--- src/rtl/wb_stage_pkg.sv ---
// wb_stage_pkg: shared widths, load funct3 codes, EBREAK encoding and FSM states
package wb_stage_pkg;
  localparam int XLEN = 64;
  localparam int RADDR_W = 5;
  localparam logic [XLEN-1:0] ZERO64 = '0;
  localparam logic RST_ACTIVE = 1'b1;
  localparam logic WEN_ACTIVE = 1'b1;
  localparam logic [2:0] LB = 3'b000;
  localparam logic [2:0] LH = 3'b001;
  localparam logic [2:0] LW = 3'b010;
  localparam logic [2:0] LD = 3'b011;
  localparam logic [2:0] LBU = 3'b100;
  localparam logic [2:0] LHU = 3'b101;
  localparam logic [2:0] LWU = 3'b110;
  localparam logic [31:0] EBREAK_INST = 32'h0010_0073;
  typedef enum logic {RUN = 1'b0, HALT = 1'b1} state_t;
endpackage

--- src/rtl/wb_load_align.sv ---
// wb_load_align: extracts and extends load data from a raw doubleword, flags bad type or misalignment
module wb_load_align
  import wb_stage_pkg::*;
(
  input  logic [2:0]      ld_type,
  input  logic [2:0]      addr_lo,
  input  logic [XLEN-1:0] rdata,
  output logic [XLEN-1:0] data,
  output logic            ld_err
);
  logic [7:0] b;
  logic [15:0] h;
  logic [31:0] w;
  // misaligned accesses still read the aligned-down lane
  assign b = rdata[{addr_lo, 3'b000} +: 8];
  assign h = rdata[{addr_lo[2:1], 4'b0000} +: 16];
  assign w = rdata[{addr_lo[2], 5'b00000} +: 32];
  always_comb begin
    data = ZERO64;
    ld_err = 1'b0;
    case (ld_type)
      LB:  data = {{(XLEN-8){b[7]}}, b};
      LBU: data = {{(XLEN-8){1'b0}}, b};
      LH:  begin data = {{(XLEN-16){h[15]}}, h}; ld_err = addr_lo[0]; end
      LHU: begin data = {{(XLEN-16){1'b0}}, h}; ld_err = addr_lo[0]; end
      LW:  begin data = {{(XLEN-32){w[31]}}, w}; ld_err = |addr_lo[1:0]; end
      LWU: begin data = {{(XLEN-32){1'b0}}, w}; ld_err = |addr_lo[1:0]; end
      LD:  begin data = rdata; ld_err = |addr_lo; end
      default: ld_err = 1'b1;
    endcase
  end
endmodule

--- src/rtl/wb_stage.sv ---
// wb_stage: RV64 writeback stage; latches one retiring instruction, drives regfile/forwarding, counts retires, halts on EBREAK
module wb_stage
  import wb_stage_pkg::*;
(
  input  logic               clk,
  input  logic               rst,
  input  logic               mem_valid_i,
  output logic               mem_ready_o,
  input  logic [XLEN-1:0]    mem_pc_i,
  input  logic [31:0]        mem_inst_i,
  input  logic [RADDR_W-1:0] mem_rd_i,
  input  logic               mem_rd_wen_i,
  input  logic               mem_is_load_i,
  input  logic [2:0]         mem_ld_type_i,
  input  logic [2:0]         mem_addr_lo_i,
  input  logic [XLEN-1:0]    mem_alu_res_i,
  input  logic [XLEN-1:0]    mem_rdata_i,
  input  logic               hold_i,
  output logic               rf_wen_o,
  output logic [RADDR_W-1:0] rf_waddr_o,
  output logic [XLEN-1:0]    rf_wdata_o,
  output logic               fwd_valid_o,
  output logic [RADDR_W-1:0] fwd_rd_o,
  output logic [XLEN-1:0]    fwd_data_o,
  output logic               commit_o,
  output logic [XLEN-1:0]    commit_pc_o,
  output logic [31:0]        commit_inst_o,
  output logic [XLEN-1:0]    retire_cnt_o,
  output logic               ld_err_o,
  output logic               halt_o
);
  state_t state, state_nxt;
  logic wb_valid, wen, ld_err, al_err, accept;
  logic [RADDR_W-1:0] rd;
  logic [XLEN-1:0] wdata, pc, retire_cnt, al_data;
  logic [31:0] inst;
  wb_load_align u_align (
    .ld_type(mem_ld_type_i),
    .addr_lo(mem_addr_lo_i),
    .rdata(mem_rdata_i),
    .data(al_data),
    .ld_err(al_err)
  );
  assign mem_ready_o = (state == RUN) & ~hold_i & (rst != RST_ACTIVE);
  assign accept = mem_valid_i & mem_ready_o;
  always_comb begin
    state_nxt = (state == RUN && wb_valid && inst == EBREAK_INST) ? HALT : state;
  end
  always_ff @(posedge clk) begin
    if (rst == RST_ACTIVE) begin
      state <= RUN;
      wb_valid <= 1'b0;
      rd <= '0;
      wen <= 1'b0;
      wdata <= ZERO64;
      pc <= ZERO64;
      inst <= '0;
      retire_cnt <= ZERO64;
      ld_err <= 1'b0;
    end else begin
      state <= state_nxt;
      wb_valid <= accept;
      if (accept) begin
        rd <= mem_rd_i;
        wen <= mem_rd_wen_i;
        wdata <= mem_is_load_i ? al_data : mem_alu_res_i;
        pc <= mem_pc_i;
        inst <= mem_inst_i;
        ld_err <= mem_is_load_i & al_err;
      end
      if (wb_valid) retire_cnt <= retire_cnt + 64'd1;
    end
  end
  // x0 writes are dropped here so forwarding never bypasses a bogus x0 value
  assign rf_wen_o = wb_valid & (wen == WEN_ACTIVE) & (rd != '0);
  assign rf_waddr_o = rd;
  assign rf_wdata_o = wdata;
  assign fwd_valid_o = rf_wen_o;
  assign fwd_rd_o = rd;
  assign fwd_data_o = wdata;
  assign commit_o = wb_valid;
  assign commit_pc_o = pc;
  assign commit_inst_o = inst;
  assign retire_cnt_o = retire_cnt;
  assign ld_err_o = ld_err;
  assign halt_o = (state == HALT);
endmodule

--- config.mk ---
export PLATFORM = sky130hd
export DESIGN_NAME = wb_stage
export DESIGN_NICKNAME = d
export VERILOG_FILES = /design/src/rtl/wb_stage_pkg.sv /design/src/rtl/wb_load_align.sv /design/src/rtl/wb_stage.sv
export SDC_FILE = /design/constraint.sdc
export NUM_CORES = 1
export LEC_CHECK = 0
export BUFFER_PORTS_ARGS = -buffer_cell sky130_fd_sc_hd__buf_4
export CORE_AREA = 5 5 210 212
export DETAILED_ROUTE_END_ITERATION = 8
export DIE_AREA = 0 0 215 217
export PLACE_DENSITY_LB_ADDON = 0.05
export SETUP_SLACK_MARGIN = 0.02
export SLEW_MARGIN = 20
export SYNTH_ARGS = -nofsm -noshare
export SYNTH_HDL_FRONTEND = slang
export SYNTH_SLANG_ARGS = --single-unit
--- constraint.sdc ---
create_clock -name clk -period 2.5 [get_ports clk]
set_input_delay 0.5 -clock clk [delete_from_list [all_inputs] [get_ports clk]]
set_output_delay 0.5 -clock clk [all_outputs]
set_load 0.005 [all_outputs]
==> impl_metrics.csv <==
group,metric,value,unit
run_status,status,"complete, no violations",
worst_setup_path,worstPathCellList,"or3_1, o311a_1, buf_4",
synth,synth-main-ff-cell,"dfxtp_1",
synth,synth_edf_count,0,
min_path,holdPathEnd,"wen",
cts,htree_levels,1,
cells_and_area,drive_above_1_share,36.33,%
synth,syn_nets,1690,
synth,synth_top_area_share,39.97,%
cts,cts-buffers-inserted,29,
sta,min_period,2290,ps
synth,synth_top_cell_by_area,"dfxtp_1",
power_and_ir_drop,peakVddDrop,0.0005091,V
worst_setup_path,r2r_slack,270,ps
worst_setup_path,cp-end-kind,"output pin",
synth,yosysWarnings,0,
synth,synth.distinct_cells,55,
worst_setup_path,cp_data_required_time,2000,ps
worst_setup_path,worst_setup_path_start_kind,"register",
sta,setup_tns,0,ps
placed_design,port_buffers,544,
cells_and_area,area_growth,45.17,%
sta,finalHoldViolations,0,
die,core,41760,um^2
sta,fin_crit_sh,91.62,%
worst_setup_path,worstSetupPathType,"register to output pin",
global_routing,track_usage,22.36,%
cts,cts_setup_buffers,0,
global_routing,overflow,0,
cts,cts_max_path_buffers,3,
sta,grt_setup_unrepaired,"false",
synth,synth-seq-cells,233,
cts,postCtsHoldBufs,0,
detailed_routing,wl_per_cell,22.53,um
die,die_w,215,um
power_and_ir_drop,power,9667,uW
power_and_ir_drop,power_leakage,0.007347,uW
worst_setup_path,reg2regPathDepth,5,
global_routing,grt_max_degree,127,
worst_setup_path,max_stage_delay,390,ps
synth,avgSynthCellArea,8.060,um^2
detailed_routing,vias,12580,
cts,cts_resized,0,
cells_and_area,fin_nets,2135,
detailed_routing,wl,55410,um
synth,async_flop_share,0,%
worst_setup_path,cp_max_fo,4,
synth,yosys-top-cells-count,"nand2_1, dfxtp_1, a21oi_1",
worst_setup_path,r2r_end,"retire_cnt_o[52]",
sta,fmax,436.6,MHz
placed_design,place_congestion,0.8945,
flow_run,drv_cap,0,
global_routing,first_global_vias,12390,
synth,synth_seq_area_share,39.97,%
worst_setup_path,rr_startpoint,"retire_cnt_o[14]",
worst_setup_path,crit_path_top_delay_cell,"or3_1",
cells_and_area,multi_input_area,6046,um^2
cts,clock-root-buffer,"clkbuf_16",
cells_and_area,nFillCells,4340,
die,start_util,27.95,%
cells_and_area,regArea,4664,um^2
power_and_ir_drop,power_density,570.6,nW/um^2
global_routing,antenna_found_initial,9,
cts,clkTransAtPathRegs,60,ps
cts,cts.sinks,233,
sta,slew-limit-headroom,55.37,%
min_path,hold_depth,3,
placed_design,dp_hpwl,42260,um
synth,synthTopCellsByArea,"dfxtp_1, nand2_1, a21oi_1, a31oi_1, buf_4",
synth,synth.most_common_cell,"nand2_1",
sta,final_max_slew_viol_count,0,
global_routing,grt_first_pass_wirelength,81990,um
die,rows,75,
synth,synth_cells,1448,
worst_setup_path,arrival,1790,ps
detailed_routing,drc,0,
cts,cts_tree,"done",
min_path,min_from,"mem_rd_wen_i",
die,die_h,217,um
sta,setup_viol,0,
cts,clkLatencyLatePin,560,ps
die,die_area,46660,um^2
synth,syn_area,11670,um^2
detailed_routing,drt_iter0_drc,941,
min_path,hold_path.class,"input port to register",
sta,worstMarginPinSlew,669.4,ps
detailed_routing,ant_nets,0,
detailed_routing,routed_via_density,5.117,
sta,clock-skew-final,9.023,ps
detailed_routing,drtPass1Iterations,6,
die,io_pins,545,
[critical path, delay by kind of cell, from the launching register on]
kind | cells | cell delay [ps]
flip-flops | 1 | 370
AO/OA/AOI/OAI | 1 | 320
buffers and inverters | 1 | 140
AND/OR/NAND/NOR | 1 | 390
[metrics by stage]
stage               instance area, um^2  util, %  hold WS [ps]  instances  setup slack [ps]
floorplan                         11670        -         436.8       1448             356.7
global placement                  15930    38.14         443.3       2401             282.4
detailed placement                15930    38.14         446.6       2401             245.7
CTS                               16930    40.55         134.2       2455             146.8
global route                      16940    40.57         150.5       2458             35.86
finish                            16940    40.57         173.7       2459             209.6
[power breakdown]
group	leakage, uW	internal [uW]	switching (uW)	total [uW]
registers	0.00189	3830	103	3930
logic	0.00496	675	646	1320
clock network	0.000495	2650	1760	4420
total	0.00735	7150	2510	9670
[state kept, by name (all words and copies together), names as in the netlist]
| signal | count |
|---|---|
| fwd_rd_o | 5 |
| halt_o | 1 |
| commit_inst_o | 32 |
| commit_pc_o | 64 |
| fwd_data_o | 64 |
| ld_err_o | 1 |
| wen | 1 |
| commit_o | 1 |
| retire_cnt_o | 64 |
[layout by cell type (no fill, tap or decap), types with 27 or more instances in the layout]
cell type	n
nor2_1	73
xor2_1	27
clkbuf_16	29
a31oi_1	84
o21ai_0	31
nand4_1	32
and3_1	31
nand3_1	27
buf_4	582
a21oi_1	168
dfxtp_1	233
nand2_1	324
[how the worst max path moves through the flow]
stage | endpoint | depth (start not counted) | startpoint
after floorplan | fwd_data_o[11] | 8 | mem_ld_type_i[0]
after global placement | fwd_data_o[62] | 8 | mem_addr_lo_i[2]
after detailed placement | fwd_data_o[14] | 6 | mem_ld_type_i[0]
after CTS | rf_wen_o | 3 | fwd_rd_o[4]
after global routing | retire_cnt_o[34] | 8 | retire_cnt_o[0]
final | fwd_valid_o | 3 | fwd_rd_o[4]
[kinds of logic after synthesis]
family	Yosys count	share of synthesized area, %
AO/OA/AOI/OAI	365	18.90
XOR/XNOR	35	2.627
adder cells (fa/ha/maj)	1	0.1072
buffers and inverters	183	8.298
flip-flops	233	39.97
multiplexers	50	6.068
AND/OR/NAND/NOR	581	24.04
[per-layer routing]
metal	vias to the layer above	track usage [%]	part of all wire [%]
met1	5967	28.55	42
met2	509	35.84	45
li1	6016	-	-
met4	10	5.910	2.7
met3	80	8.366	9.8
met5	-	0	0.11
[final cells by class]
type,instances,share of cell area (%)
inverters,8,0.1920
diodes,4,0.05908
repair buffers,589,26.62
well taps,539,3.981
flip-flops and latches,233,27.53
multi-input cells,1032,35.68
clock inverters,15,1.019
clock buffers,39,4.918
Note: power is estimated with default switching activity, not from simulation.
